[src/rtl/vend_sequencer.sv]
// vend_sequencer
//   Drives the vending FSM's state registers from queued coin insertions,
//   replacing manual push-button clocking. Rising edges on the debounced coin
//   switches are buffered in a small FIFO; each coin becomes one transaction
//   that presents an encoded coin, pulses `step` once, lets the FSM settle and
//   then checks `item`. A dispense (or a requested refund) is displayed for
//   HOLD_CYCLES cycles, after which the FSM registers are cleared.
//
// Ports
//   CLK50M       in   board clock (50 MHz)
//   RSTb         in   asynchronous active-low reset
//   coin_req     in   [3:0] debounced coin switches, rising edge = one coin
//   cancel       in   debounced refund button, rising edge = refund request
//   item         in   FSM output: item dispensed in the current state
//   coin_code    out  [1:0] encoded coin for the FSM next-state logic
//   step         out  one-cycle advance strobe for the FSM state registers
//   fsm_rstb     out  active-low clear for the FSM state registers
//   busy         out  controller not idle
//   hold_active  out  dispense display hold in progress
//   refund       out  refund display hold in progress
//   coin_drop    out  sticky: a coin edge was lost
//   fifo_cnt     out  coin FIFO occupancy
module vend_sequencer #(
  parameter int HOLD_CYCLES = 50000000,
  parameter int FIFO_DEPTH  = 4
) (
  input  logic                          CLK50M,
  input  logic                          RSTb,
  input  logic [3:0]                    coin_req,
  input  logic                          cancel,
  input  logic                          item,
  output logic [1:0]                    coin_code,
  output logic                          step,
  output logic                          fsm_rstb,
  output logic                          busy,
  output logic                          hold_active,
  output logic                          refund,
  output logic                          coin_drop,
  output logic [$clog2(FIFO_DEPTH):0]   fifo_cnt
);

  localparam int AW = $clog2(FIFO_DEPTH);
  localparam int CW = $clog2(HOLD_CYCLES + 1);
  localparam logic [AW:0] CNT_FULL = (AW + 1)'(FIFO_DEPTH);
  localparam logic [AW:0] CNT_ONE  = (AW + 1)'(1);
  localparam logic [CW-1:0] HOLD_LOAD = CW'(HOLD_CYCLES);
  localparam logic [CW-1:0] HOLD_ONE  = CW'(1);

  typedef enum logic [2:0] {
    S_IDLE,
    S_SETUP,
    S_STEP,
    S_SETTLE,
    S_CHECK,
    S_HOLD,
    S_REFUND,
    S_CLEAR
  } state_t;

  // Highest-numbered coin wins when several edges coincide.
  function automatic logic [1:0] coin_encode(input logic [3:0] e);
    logic [1:0] c;
    if (e[3])      c = 2'd3;
    else if (e[2]) c = 2'd2;
    else if (e[1]) c = 2'd1;
    else           c = 2'd0;
    return c;
  endfunction

  function automatic logic multi_hot(input logic [3:0] e);
    return (e & (e - 4'd1)) != 4'd0;
  endfunction

  state_t            state, state_nxt;
  logic [3:0]        coin_prev_p0;
  logic              cancel_prev_p0;
  logic              cancel_pend;
  logic              fsm_arm;
  logic              refund_clr;
  logic [CW-1:0]     hold_cnt;
  logic [AW-1:0]     wr_ptr, rd_ptr;
  logic [1:0]        fifo_mem [FIFO_DEPTH];

  logic [3:0]        coin_edge;
  logic              discard;
  logic              push_req;
  logic [1:0]        push_code;
  logic              fifo_full;
  logic              pop;
  logic              bypass;
  logic              push_ok;
  logic              do_wr, do_rd;
  logic              flush;
  logic              cnt_load;
  logic              cancel_clr;

  // ---- stage p0: edge detect against previous switch sample ----
  assign coin_edge = coin_req & ~coin_prev_p0;
  // Coins offered during a refund (and the clear that follows it) are ignored
  // silently: the customer is getting everything back anyway.
  assign discard   = (state == S_REFUND) || ((state == S_CLEAR) && refund_clr);
  assign push_req  = (|coin_edge) && !discard;
  assign push_code = coin_encode(coin_edge);
  assign fifo_full = (fifo_cnt == CNT_FULL);
  // An empty FIFO hands the incoming coin straight to coin_code so an idle
  // controller enters SETUP on the very next cycle.
  assign bypass    = pop && (fifo_cnt == '0);
  assign push_ok   = push_req && (!fifo_full || pop);
  assign do_wr     = push_ok && !bypass;
  assign do_rd     = pop && !bypass;
  assign flush     = (state == S_CLEAR) && refund_clr;

  always_ff @(posedge CLK50M or negedge RSTb) begin
    if (!RSTb) begin
      coin_prev_p0   <= 4'b1111;
      cancel_prev_p0 <= 1'b1;
    end else begin
      coin_prev_p0   <= coin_req;
      cancel_prev_p0 <= cancel;
    end
  end

  // ---- FSM state register ----
  always_ff @(posedge CLK50M or negedge RSTb) begin
    if (!RSTb) state <= S_IDLE;
    else       state <= state_nxt;
  end

  // ---- FSM next state and outputs ----
  always_comb begin
    state_nxt   = state;
    pop         = 1'b0;
    cnt_load    = 1'b0;
    cancel_clr  = 1'b0;
    step        = 1'b0;
    busy        = 1'b1;
    hold_active = 1'b0;
    refund      = 1'b0;
    fsm_rstb    = fsm_arm;
    case (state)
      S_IDLE: begin
        busy = 1'b0;
        if (cancel_pend) begin
          state_nxt  = S_REFUND;
          cnt_load   = 1'b1;
          cancel_clr = 1'b1;
        end else if ((fifo_cnt != '0) || push_req) begin
          state_nxt = S_SETUP;
          pop       = 1'b1;
        end
      end
      S_SETUP:  state_nxt = S_STEP;
      S_STEP: begin
        step      = 1'b1;
        state_nxt = S_SETTLE;
      end
      S_SETTLE: state_nxt = S_CHECK;
      S_CHECK: begin
        if (item) begin
          state_nxt = S_HOLD;
          cnt_load  = 1'b1;
        end else begin
          state_nxt = S_IDLE;
        end
      end
      S_HOLD: begin
        hold_active = 1'b1;
        if (hold_cnt == HOLD_ONE) state_nxt = S_CLEAR;
      end
      S_REFUND: begin
        refund = 1'b1;
        if (hold_cnt == HOLD_ONE) state_nxt = S_CLEAR;
      end
      S_CLEAR: begin
        fsm_rstb  = 1'b0;
        state_nxt = S_IDLE;
      end
      default: state_nxt = S_IDLE;
    endcase
  end

  // ---- control registers ----
  always_ff @(posedge CLK50M or negedge RSTb) begin
    if (!RSTb) begin
      fsm_arm     <= 1'b0;
      refund_clr  <= 1'b0;
      cancel_pend <= 1'b0;
      coin_drop   <= 1'b0;
      hold_cnt    <= '0;
      coin_code   <= 2'd0;
    end else begin
      fsm_arm    <= 1'b1;
      // REFUND only ever exits to CLEAR, so this marks a post-refund CLEAR.
      refund_clr <= (state == S_REFUND);
      // Clearing on REFUND entry wins over a coincident edge.
      if (cancel_clr)
        cancel_pend <= 1'b0;
      else if (cancel && !cancel_prev_p0)
        cancel_pend <= 1'b1;
      if ((push_req && multi_hot(coin_edge)) || (push_req && fifo_full && !pop))
        coin_drop <= 1'b1;
      if (cnt_load)
        hold_cnt <= HOLD_LOAD;
      else if ((state == S_HOLD) || (state == S_REFUND))
        hold_cnt <= hold_cnt - HOLD_ONE;
      if (pop)
        coin_code <= bypass ? push_code : fifo_mem[rd_ptr];
    end
  end

  // ---- coin FIFO ----
  always_ff @(posedge CLK50M or negedge RSTb) begin
    if (!RSTb) begin
      wr_ptr   <= '0;
      rd_ptr   <= '0;
      fifo_cnt <= '0;
    end else if (flush) begin
      wr_ptr   <= '0;
      rd_ptr   <= '0;
      fifo_cnt <= '0;
    end else begin
      if (do_wr) wr_ptr <= wr_ptr + AW'(1);
      if (do_rd) rd_ptr <= rd_ptr + AW'(1);
      if (do_wr && !do_rd)
        fifo_cnt <= fifo_cnt + CNT_ONE;
      else if (!do_wr && do_rd)
        fifo_cnt <= fifo_cnt - CNT_ONE;
    end
  end

  always_ff @(posedge CLK50M) begin
    if (do_wr) fifo_mem[wr_ptr] <= push_code;
  end

endmodule

[config.mk]
export PLATFORM = sky130hd
export DESIGN_NAME = vend_sequencer
export DESIGN_NICKNAME = d
export VERILOG_FILES = /design/src/rtl/vend_sequencer.sv
export SDC_FILE = /design/constraint.sdc
export NUM_CORES = 1
export LEC_CHECK = 0
export ABC_AREA = 1
export CORE_ASPECT_RATIO = 2
export CORE_MARGIN = 1.5
export CORE_UTILIZATION = 50
export CTS_CLUSTER_DIAMETER = 40
export DETAILED_ROUTE_END_ITERATION = 7
export GPL_ROUTABILITY_DRIVEN = 0
export MAX_ROUTING_LAYER = met4
export PLACE_DENSITY = 0.82
export SLEW_MARGIN = 20
export SYNTH_ARGS = -nofsm -noshare
export SYNTH_HDL_FRONTEND = slang
export SYNTH_SLANG_ARGS = --single-unit
[constraint.sdc]
create_clock -name CLK50M -period 1.9 [get_ports CLK50M]
set_input_delay 0.475 -clock CLK50M [delete_from_list [all_inputs] [get_ports CLK50M]]
set_output_delay 0.475 -clock CLK50M [all_outputs]
set_load 0.1 [all_outputs]
# Yosys cells after proc, flatten, opt, wreduce, memory -nomap -nowiden
# Memories as Yosys holds them, arrays and structs flattened.
# Index checks and enable logic that the tools add are counted.
# word_totals
output_inout_bits	11
wordCells	103
mem_bits_rw	8
input_bits	8
memories	1
register_bits	47
# op_classes
n_eq_ne	11
bitwise	3
mux	34
reduce_logical	36
addsub	6
# memory_table
memory	depth	width	read_ports	rd_ports_with_merged_regs	write_ports	line_no	text
fifo_mem	4	2	1	0	1	82	logic [1:0] fifo_mem [FIFO_DEPTH];
# op_table
operator	count
26-bit 2-to-1 mux	2
26-bit by 1-bit equality test with 1-bit output, second input constant	1
26-bit by 1-bit subtractor with 26-bit output, second input constant	1
3-bit 2-to-1 mux	7
3-bit one-hot mux with 7 select lines	1
1-bit 2-to-1 mux	16
3-bit equality test, second input constant	5
2-bit 2-to-1 mux	7
1-bit logical AND	12
4-bit AND	2
2-bit nonzero test	4
1-bit zero test	7
3-bit by 2-bit equality test with 1-bit output, second input constant	2
3-bit zero test	2
3-bit nonzero test	2
1-bit logical OR	5
2-bit by 1-bit adder with 2-bit output, second input constant	2
4-bit inverter	1
4-bit nonzero test	1
4-bit OR reduction	1
4-bit by 1-bit subtractor with 4-bit output, second input constant	1
3-bit by 1-bit adder with 3-bit output, second input constant	1
3-bit by 1-bit equality test with 1-bit output, second input constant	1
3-bit inequality test, second input constant	1
other kinds (5)	5

# Longest topological paths before layout
# logic_depth
word_depth	17
depth_mapped	14
ltp_nobuf	14

# Least setup slack after synthesis
# Ideal clock, no wire load.
# synth_timing
kind	flip-flop to flip-flop
from	register fifo_cnt[2]
to	register fifo_cnt[2]
stages_incl_launch_ff	13
setup_ns	0.120
n_path_buf	0
required_ns	1.780
arrival_ns	2.266
slack_ns	-0.486
path_cell_list	dfrtp_1 > inv_1 > nor3_1 > inv_1 > nand3_2 > inv_1 > fa_1 > xnor2_1 > inv_1 > nand2_1 > nand2_1 > nand2_1 > nand2_1
# synth_between
elab_chain_len	12
word_cells_on_any_way	24
# synth_lines
element	line_no	text
from (decl)	39	output logic [$clog2(FIFO_DEPTH):0] fifo_cnt
from (signal assigned)	225	fifo_cnt <= fifo_cnt + CNT_ONE;
from (signal assigned)	227	fifo_cnt <= fifo_cnt - CNT_ONE;
3-bit nonzero test	147	end else if ((fifo_cnt != '0) || push_req) begin
1-bit logical OR	147	
1-bit 2-to-1 mux	147	
1-bit 2-to-1 mux	143	if (cancel_pend) begin
1-bit 2-to-1 mux	140	case (state)
1-bit logical AND	107	assign bypass = pop && (fifo_cnt == '0);
1-bit zero test	109, 110	
1-bit logical AND	110	assign do_rd = pop && !bypass;
1-bit zero test	224	if (do_wr && !do_rd)
1-bit logical AND	224	
3-bit 2-to-1 mux	224	
3-bit 2-to-1 mux	217	end else if (flush) begin
# Several ways; a longest one is shown, not always the timed one. The select of a mux whose other input is x is not followed.
# A chain may end at the register's enable or synchronous reset.

# Worst setup path in the final report
# layout_timing
from	register coin_prev_p0[2]
to	register fifo_cnt[2]
# layout_between
elab_chain_len	15
word_cells_on_any_way	21
# layout_lines
element	line_no	text
from (decl)	75	logic [3:0] coin_prev_p0;
from (signal assigned)	118	coin_prev_p0 <= coin_req;
4-bit inverter *	98	assign coin_edge = coin_req & ~coin_prev_p0;
4-bit AND *	98	
4-bit OR reduction *	102	assign push_req = (|coin_edge) && !discard;
1-bit logical AND *	102	
1-bit logical OR	147	
1-bit 2-to-1 mux	147	
1-bit 2-to-1 mux	143	
1-bit 2-to-1 mux	140	
1-bit logical AND	107	
1-bit zero test	109, 110	
1-bit logical AND	110	
1-bit zero test	224	
1-bit logical AND	224	
3-bit 2-to-1 mux	224	
3-bit 2-to-1 mux	217	
# Mark *: on every way between the ends. The rest lies on a longest branch, timed or not.

==> results.txt <==
After synthesis the cells add up to 3030 um^2. Of the total power, the share spent switching nets is 0.471. The height of the chip is 113 um. The sequential group share of total power came out at 0.282. The shortest period the worst path allows is 1.91 ns. The maximum clock skew at final layout came out at 0.00525 ns.

The final reports fail on setup timing. The kind of end point of the critical path is a register. The tool flagged a number of max-cap violations equal to 0. The flow ran to the end, but the final reports show violations.

In this run the power density over the cells is 1650 nW/um^2. Yosys attributes the largest share of cell area to dfrtp_1 (35%), nand2_1 (9.8%), edfxtp_1 (7.9%). Counting flops and latches in the post-synthesis netlist gives 55. The leftover overflow at the end of global routing is 0. The core region area came out at 5910 um^2.

The first global-routing pass estimated 11,300 um of wire. The cell area after layout came out at 3940 um^2. The total global-route track usage came out at 0.224. The critical path endpoint is fifo_cnt[2]$_DFFE_PN0P_.

The reported net switching power is 3.06 mW. The number of global-route vias before repair came to 2,549. IR analysis of the VDD net gives a maximum drop of 886 uV. The DRC violation count after routing came out at 0.

The half-perimeter wire length after detailed placement came out at 4620 um. The maximum clock rate is 524 MHz. The floorplan step defined a die boundary enclosing 6570 um^2. Dividing the final minimum period by the clock period gives 1.01. The later-pin clock latency in the skew report came out at 0.29 ns. The classification of the worst-slack hold path is in -> async. The combinational power share is 0.570. The leakage power came out at 1.85 nW. Counting every net in the synthesized netlist gives 401.

The first routing iteration left 167 violations. The launch instance of the worst register-to-register path is coin_prev_p0[2]$_DFF_PN1_. Using the TritonRoute via totals, the vias-per-cell ratio works out to 5.30. Across all layers, the routed design uses 2,683 vias. The row count is 40. The area fraction of the dominant cell type after synthesis came out at 0.347. At the end of the flow, the number of nets in the layout was 457. The placed instance area came out at 3560 um^2. The cell depth of the worst flop-to-flop path is 14. The startpoint-to-endpoint class of the critical path is reg -> reg. The power consumption is 6.50 mW. The number of clock sinks is 55. The number of routed nets with antenna violations is 0.

The worst-case hold slack came out at 0.0811 ns. After layout, the worst setup slack is -0.00990 ns. The share of total power dissipated in the clock network is 0.147. The clock transition at the registers of the reported paths is 0.07 ns. The pin count of the biggest net entering global routing is 34. The data arrival time of the critical path came out at 2.09 ns. The number of distinct library cells after synthesis is 37. The growth of design area from synthesis to finish is 29.8%. The tree is rooted in a clkbuf_16. The H-tree level count came out at 2. Hold repair after CTS inserted 0 buffers. The clock tree buffer depth came out at 2. The required time of the worst setup path is 2.08 ns. The instance count of the mapped netlist came out at 386. The total of buffers placed on input and output ports is 18.

The placement-stage worst setup slack is -0.533 ns. Internal power comes to 3.44 mW. The most critical setup path has its startpoint at coin_prev_p0[2]$_DFF_PN1_. The core utilization of the finished layout is 0.667. The number of endpoints failing setup at the final stage came out at 1. The sequential fraction of the synthesis area is 0.469. The worst setup path is launched from a register. The routed length per instance is 13.4 um. The number of ports placed on the die boundary came out at 19. The setup check on the worst reg-to-reg path leaves a slack of -0.01 ns. Setup repair after global routing could not meet its margin everywhere. The number of diodes added for antenna fixing is 0. The number of antenna violations at the first check in global routing came out at 0. The sum of routed wire length over all layers came out at 6760 um. The detailed-routing iteration count for the pre-antenna-repair pass is 7.

The reg-to-reg endpoint is fifo_cnt[2]$_DFFE_PN0P_. In the final layout, the share of cells above drive strength 1 is 0.282. The average instance in the mapped netlist occupies 7.86 um^2. The initial utilization of the core area, before any placement, comes to 0.514. TritonCTS built the clock tree. The count of final max-slew check failures came to 0. Buffers inserted during clock tree synthesis total 5. The die span in x came out at 58.1 um. The number of warnings printed during yosys synthesis came out at 0.

The count of final hold-check violations came out at 0. The biggest area contributor in the post-synthesis netlist is dfrtp_1. The maximum fanout encountered on the critical timing path came out at 2.
metal layers:
| metal | routed length [um] | share of wire | track usage |
|---|---|---|---|
| met5 | 0 | 0 | - |
| met4 | 163 | 0.024 | 0.0915 |
| met3 | 231 | 0.034 | 0.0366 |
| met2 | 3420 | 0.51 | 0.340 |
| met1 | 2950 | 0.44 | 0.297 |
through the flow:
| stage | cells | setup TNS [ns] |
|---|---|---|
| final | 506 | -0.00990 |
| after global routing | 506 | -0.0947 |
| after CTS | 502 | -0.00933 |
| after detailed placement | 484 | -3.01 |
| after global placement | 484 | -2.18 |
| after floorplan | 386 | -1.05 |
final cells by class:
type,count,area [um^2]
Timing Repair Buffer,53,563
Inverter,59,225
Tap cell,63,78.8
Clock buffer,8,156
Sequential cell,55,1430
Fill cell,455,1970
Multi-Input combinational cell,268,1490
cell families (layout without fill, tap and decap cells):
group,count (synthesis),after routing,share of synthesized area
flip-flops,55,55,0.469
adder cells (fa/ha/maj),7,7,0.0314
XOR/XNOR,2,2,0.00578
buffers and inverters,63,120,0.0846
other,1,1,0.00124
AO/OA/AOI/OAI,52,52,0.0928
AND/OR/NAND/NOR,206,206,0.315
synth_stat cells, drive strengths merged:
cell,n
fa,1
a21oi,12
dfstp,5
a31oi,1
nor2,63
o211ai,2
o311ai,1
nand4,12
buf,4
xnor2,1
conb,1
nand3b,5
nand3,30
o22ai,1
nor3,7
dfrtp,42
o22a,2
nor4,1
o21ai,32
inv,59
and2,1
o21bai,1
xor2,1
edfxtp,8
or2,3
ha,6
nand2,84
worst min path at each step:
stage | from | endpoint | slack, ns
5_1_grt | RSTb | hold_cnt[5]$_DFFE_PN0P_ | 0.11
3_5_place_dp | RSTb | hold_cnt[5]$_DFFE_PN0P_ | 0.41
3_3_place_gp | RSTb | hold_cnt[5]$_DFFE_PN0P_ | 0.41
6_report | RSTb | hold_cnt[5]$_DFFE_PN0P_ | 0.08
4_1_cts | RSTb | hold_cnt[5]$_DFFE_PN0P_ | 0.1
2_1_floorplan | RSTb | cancel_pend$_DFFE_PN0P_ | 0.18
worst max-delay path, cell delays in order, from the launching register on:
cell and delay, ns:
dfstp_2 0.54, inv_2 0.05, nand2_4 0.06, nand2_4 0.06, nor2_4 0.13, nor2_4 0.05, nand3_2 0.07, inv_2 0.04
fa_2 0.35, xnor2_2 0.15, inv_1 0.06, nand2_1 0.06, nand2_1 0.05, nand2_1 0.07, nand2_1 0.05
state kept, by name, summed over array words and instances (netlist names), 2 cells and up:
register      cells
coin_code         2
coin_prev_p0      4
fifo_cnt          3
fifo_mem          8
hold_cnt         26
rd_ptr            2
state             3
wr_ptr            2
power by group through the flow:
stage / combinational (mW) / clock, mW / sequential, mW
after floorplan: 2.04 / 0 / 2.16
after global placement: 3.32 / 0 / 1.83
after detailed placement: 3.40 / 0 / 1.84
after CTS: 3.50 / 0.979 / 1.83
after global routing: 4.02 / 1.01 / 1.87
final: 3.71 / 0.956 / 1.84
repair_timing:
action | in CTS | in global routing
resized for setup | 16 | 26
setup buffers | 10 | 4
pin swaps | 10 | 12
setup endpoints to repair | 1 | 18
cell usage in the layout (no fill, tap or decap), types with 2 or more instances in the layout:
master,count
nand2_1,65
nor2_1,49
inv_1,44
dfrtp_1,38
buf_4,32
nand3_1,25
o21ai_0,22
inv_2,14
nand2_2,13
nand4_1,12
a21oi_1,12
buf_12,12
nor2_2,10
o21ai_1,8
edfxtp_1,8
nand2_4,6
ha_1,6
nor3_1,5
nand3b_1,5
dfstp_2,5
clkbuf_16,5
nor2_4,4
dfrtp_2,4
dlygate4sd2_1,4
nand3_2,3
or2_2,3
nand3_4,2
o21ai_2,2
o22a_1,2
o211ai_1,2
clkbuf_8,2
clkdlybuf4s50_1,2
buf_6,2
Note: power is estimated with default switching activity, not from simulation.
